**config.mk**
```make
export PLATFORM = sky130hd
export DESIGN_NAME = hicore_bypbuf_arb
export DESIGN_NICKNAME = d
export VERILOG_FILES = /design/src/rtl/hicore_bypbuf_arb.sv
export SDC_FILE = /design/constraint.sdc
export NUM_CORES = 1
export LEC_CHECK = 0
export ABC_CLOCK_PERIOD_IN_PS = 2800
export CAP_MARGIN = 20
export CORE_MARGIN = 3
export CORE_UTILIZATION = 23
export CTS_BUF_LIST = sky130_fd_sc_hd__clkbuf_16
export DETAILED_ROUTE_END_ITERATION = 7
export PLACE_DENSITY = 0.82
export SLEW_MARGIN = 5
export SYNTH_ARGS = -nofsm -noshare
export SYNTH_HDL_FRONTEND = slang
export SYNTH_HIERARCHICAL = 1
export SYNTH_SLANG_ARGS = --single-unit
```
**constraint.sdc**
```tcl
create_clock -name clk -period 2.8 [get_ports clk]
set_input_delay 0.7 -clock clk [delete_from_list [all_inputs] [get_ports clk]]
set_output_delay 0.7 -clock clk [all_outputs]
set_load 0.005 [all_outputs]
```
**src/rtl/hicore_bypbuf_arb.sv**
```systemverilog
// Round-robin arbiter sharing one zero-latency valid/ready channel among NR requesters.
// The grant is held while the sink stalls, and priority rotates past each accepted beat.

module hicore_bypbuf_arb_lane #(
  parameter int IDW = 1,
  parameter int K   = 0
) (
  input  logic [IDW-1:0] ptr,
  input  logic [IDW-1:0] sel,
  input  logic           vld,
  input  logic           xfer_ok,
  output logic           hi,
  output logic           rdy
);
  // Requester sits in the upper half of the rotated scan (at or after ptr)
  assign hi  = vld & ({1'b0, ptr} <= (IDW+1)'(K));
  assign rdy = xfer_ok & (sel == IDW'(K));
endmodule

module hicore_bypbuf_arb #(
  parameter int NR  = 2,
  parameter int DW  = 32,
  parameter int IDW = $clog2(NR)
) (
  input  logic             clk,
  input  logic             rst_n,
  input  logic             flush,
  input  logic [NR-1:0]    i_vld,
  output logic [NR-1:0]    i_rdy,
  input  logic [NR*DW-1:0] i_dat,
  input  logic [NR-1:0]    i_cancel,
  output logic             o_vld,
  input  logic             o_rdy,
  output logic [DW-1:0]    o_dat,
  output logic             o_cancel,
  output logic [IDW-1:0]   o_id
);
  logic [IDW-1:0]          ptr, lock_id, sel, arb_id;
  logic                    lock, xfer_ok;
  logic [NR-1:0]           hi_vld, pick_hi, pick_any, pick;
  logic [NR:0][IDW-1:0]    acc;
  logic [NR-1:0][DW-1:0]   dat_a;

  assign dat_a = i_dat;

  genvar k;
  generate
    for (k = 0; k < NR; k++) begin : g_lane
      hicore_bypbuf_arb_lane #(.IDW(IDW), .K(k)) u_lane (
        .ptr     (ptr),
        .sel     (sel),
        .vld     (i_vld[k]),
        .xfer_ok (xfer_ok),
        .hi      (hi_vld[k]),
        .rdy     (i_rdy[k])
      );
      assign acc[k+1] = acc[k] | (pick[k] ? IDW'(k) : '0);
    end
  endgenerate

  // Lowest set bit at/after ptr wins; if none, wrap to the lowest set bit overall
  assign pick_hi  = hi_vld & (~hi_vld + NR'(1));
  assign pick_any = i_vld & (~i_vld + NR'(1));
  assign pick     = (|hi_vld) ? pick_hi : pick_any;
  assign acc[0]   = '0;
  assign arb_id   = acc[NR];

  assign sel      = lock ? lock_id : ((|i_vld) ? arb_id : ptr);
  assign o_vld    = ~flush & i_vld[sel];
  assign xfer_ok  = o_vld & o_rdy;
  assign o_dat    = dat_a[sel];
  assign o_cancel = i_cancel[sel];
  assign o_id     = sel;

  always_ff @(posedge clk or negedge rst_n) begin
    if (!rst_n) begin
      ptr     <= '0;
      lock    <= 1'b0;
      lock_id <= '0;
    end else if (flush) begin
      lock <= 1'b0;
    end else if (xfer_ok) begin
      ptr  <= (sel == IDW'(NR-1)) ? '0 : sel + IDW'(1);
      lock <= 1'b0;
    end else if (o_vld) begin
      lock    <= 1'b1;
      lock_id <= sel;
    end else if (lock) begin
      // locked requester withdrew its valid
      lock <= 1'b0;
    end
  end
endmodule

```
==> impl_metrics.ini <==
[placement]
port_buffers = 108
place.gp.congestion = 0.8138
placed_area_mm2 = 0.001841
dp_hpwl_mm = 2.949
dp_worst_setup_slack_ns = -0.7771
dp_cells = 205

[route]
drc = 0
drt_iter0_drc = 19
wirelength_mm = 3.665
vias = 1033
via_per_inst = 4.653
wl_per_cell_um = 16.51
antenna_left = 0
dr.pass1.iters = 4

[logic_synthesis]
yosysWarnings = 6
ys_ff_latch = 3
synth_compound_area_frac = 0.08273
synth_xor_area_frac = 0
synth.distinct_cells = 18
avgSynthCellArea_um2 = 10.70
synth_mux_area_frac = 0.5989
synth_area_leaders = mux2_2 (47%), dfrtp_1 (11%), mux2_4 (8.6%)
ys_seq_area_frac = 0.1079
synth_nets = 137
syn_inst = 65
synth_top_family_by_area = multiplexers
synth_simple_gate_area_frac = 0.1457
synth_top_area_frac = 0.4694
syn_area_um2 = 695.7
synthAdderAreaFrac = 0
synth_top_area_cell = mux2_2

[floorplan]
boundaryPins = 109
initial_utilization = 0.2459
core_mm2 = 0.002829
die_y_um = 61.00
die_w_um = 61.00
core.rowCount = 19
dieArea_mm2 = 0.003720

[sta]
fin_crit_sh = 0.9895
fmaxAchievable_mhz = 360.9
period_minus_slack_ns = 2.771
hold_ws_ns = 0.5864
skew_ns = 0.002767
worst_slew_pin_slew_ns = 0.3156
fin_tns_setup_ns = 0
drv_slew = 0
slew_headroom = 0.7891
rsz0062_at_grt = true
setup_slack_ns = 0.02927
setup_viol = 0
hold_viol_final = 0

[min_path]
min-delay-path-class = reg2reg
hp-start = lock_id

[setup_path]
critPathCaptureType = output pin
slowest_delay_ns = 0.33
required_ns = 2.10
r2r-start = ptr
path_common_cell = buf_8
path_delay_family = buffers and inverters
cp-startpoint = i_vld[0]
crit_buf_inv = 5
worst-setup-path-type = in2out
path_cells = buf_8, nor2b_4, o311ai_4, buf_6, buf_12, buf_8, mux2_2, buf_2
crit_path_start_kind = primary input
slowest_stage = mux2_2
worstPathArrival_ns = 2.07
crit_path_max_fanout = 5

[global_route]
grt_overflow = 0
grt_pass1_wl_mm = 5.071
grt_pass1_vias = 1048
antenna_found_initial = 0
grt_max_degree = 8
grtUsageTotal = 0.1845

[layout]
final_common_cell = clkdlybuf4s50_1
final_cell_mix = clkdlybuf4s50_1 (69), mux2_2 (26), buf_2 (24)
finalInstanceArea_mm2 = 0.001991
stdcell_count = 222
fin_nets = 264
num_antenna_cells = 0
drive_gt1_frac = 0.5183
area_growth_pct = 186.2

[run]
maxCapViolCount = 0

[clock_network]
cts.path.max_buffers = 2
cts.sinks = 3
htree_levels = 1
cts.clk_slew.worst_paths_ns = 0.03
cts_tree = done
clkLatencyLatePin_ns = 0.22
numCtsBuffers = 3
ctsHoldBuffers = 0
cts-root-buf = clkbuf_16

[power]
p_per_area_mw_per_mm2 = 463.9
peakVddDrop_mv = 0.4764
p_leak_nw = 0.8891

[status]
run_status = finished clean
==> worst paths after layout <==
path                        endpoint  slack (ns)  cells past startpoint
setup / recovery           o_dat[20]        0.03                      8
hold / removal               lock_id        0.59                      1
setup reg to reg             lock_id        1.20                      7
hold reg to reg              lock_id        0.59                      1
max in group asynchronous    lock_id        2.00                      1
min in group asynchronous        ptr        0.66                      1
==> worst reg2reg max path, delay by kind of cell (launching register included) <==
family                 cells  cell delay (ns)
AO/OA/AOI/OAI              3             0.45
buffers and inverters      2             0.32
flip-flops                 1             0.45
AND/OR/NAND/NOR            2             0.26
==> through the flow <==
stage | utilization | total power, mW
after CTS | 0.6904 | 0.9180
after detailed placement | 0.6506 | 0.6381
after global placement | 0.6506 | 0.6255
after floorplan | - | 0.3101
final | 0.7037 | 0.9234
after global routing | 0.7037 | 0.9756
==> logic make-up after synthesis <==
| kind of cell | Yosys count |
|---|---|
| AOI/OAI and AO/OA | 5 |
| and+or+nand+nor | 16 |
| muxes | 36 |
| buffers and inverters | 5 |
| DFF | 3 |
==> per-layer routing <==
layer  global-route usage  wire (µm)  vias to the layer above
li1                     -          -                      496
met1               0.2023       1344                      465
met2               0.3511       1916                       70
met3              0.04894        390                        2
met4              0.04025         14                        0
met5                    0          0                        -
==> registers in the layout, summed over array words and instances (netlist names) <==
register / count
lock_id: 1
ptr: 1
lock: 1
==> layout make-up <==
class                      count  area [µm²]
timing repair buffer         127        1194
fill                         218       838.3
sequential                     3       75.07
multi-input combinational     57       604.3
clock buffer                   3       75.07
clock inverter                 1       3.754
tap                           31       38.79
==> synth_stat cells <==
cell	instances
a22o_1	1
nand3b_1	1
nand2_1	5
o311ai_4	1
nor2b_4	2
or2_2	1
nor2_1	1
buf_6	2
dfrtp_1	3
nor2b_1	1
mux2_4	4
and2_1	1
mux2_2	29
nand2b_1	4
buf_4	3
mux2i_1	3
a21oi_1	2
o211ai_2	1
==> power by group <==
part / switching, mW / leakage [nW] / internal [mW]
registers: 0.0145 / 0.0366 / 0.0535
clock network: 0.0367 / 0.0423 / 0.184
logic: 0.202 / 0.810 / 0.433
total: 0.253 / 0.889 / 0.670
==> timing repair <==
item                                    in CTS  in global routing
endpoints found under the setup margin      37                 30
pin swaps                                    5                  2
cloned                                       1                  0
gates resized for setup                    155                 17
setup buffers                               13                  0
Note: power is estimated with default switching activity, not from simulation.
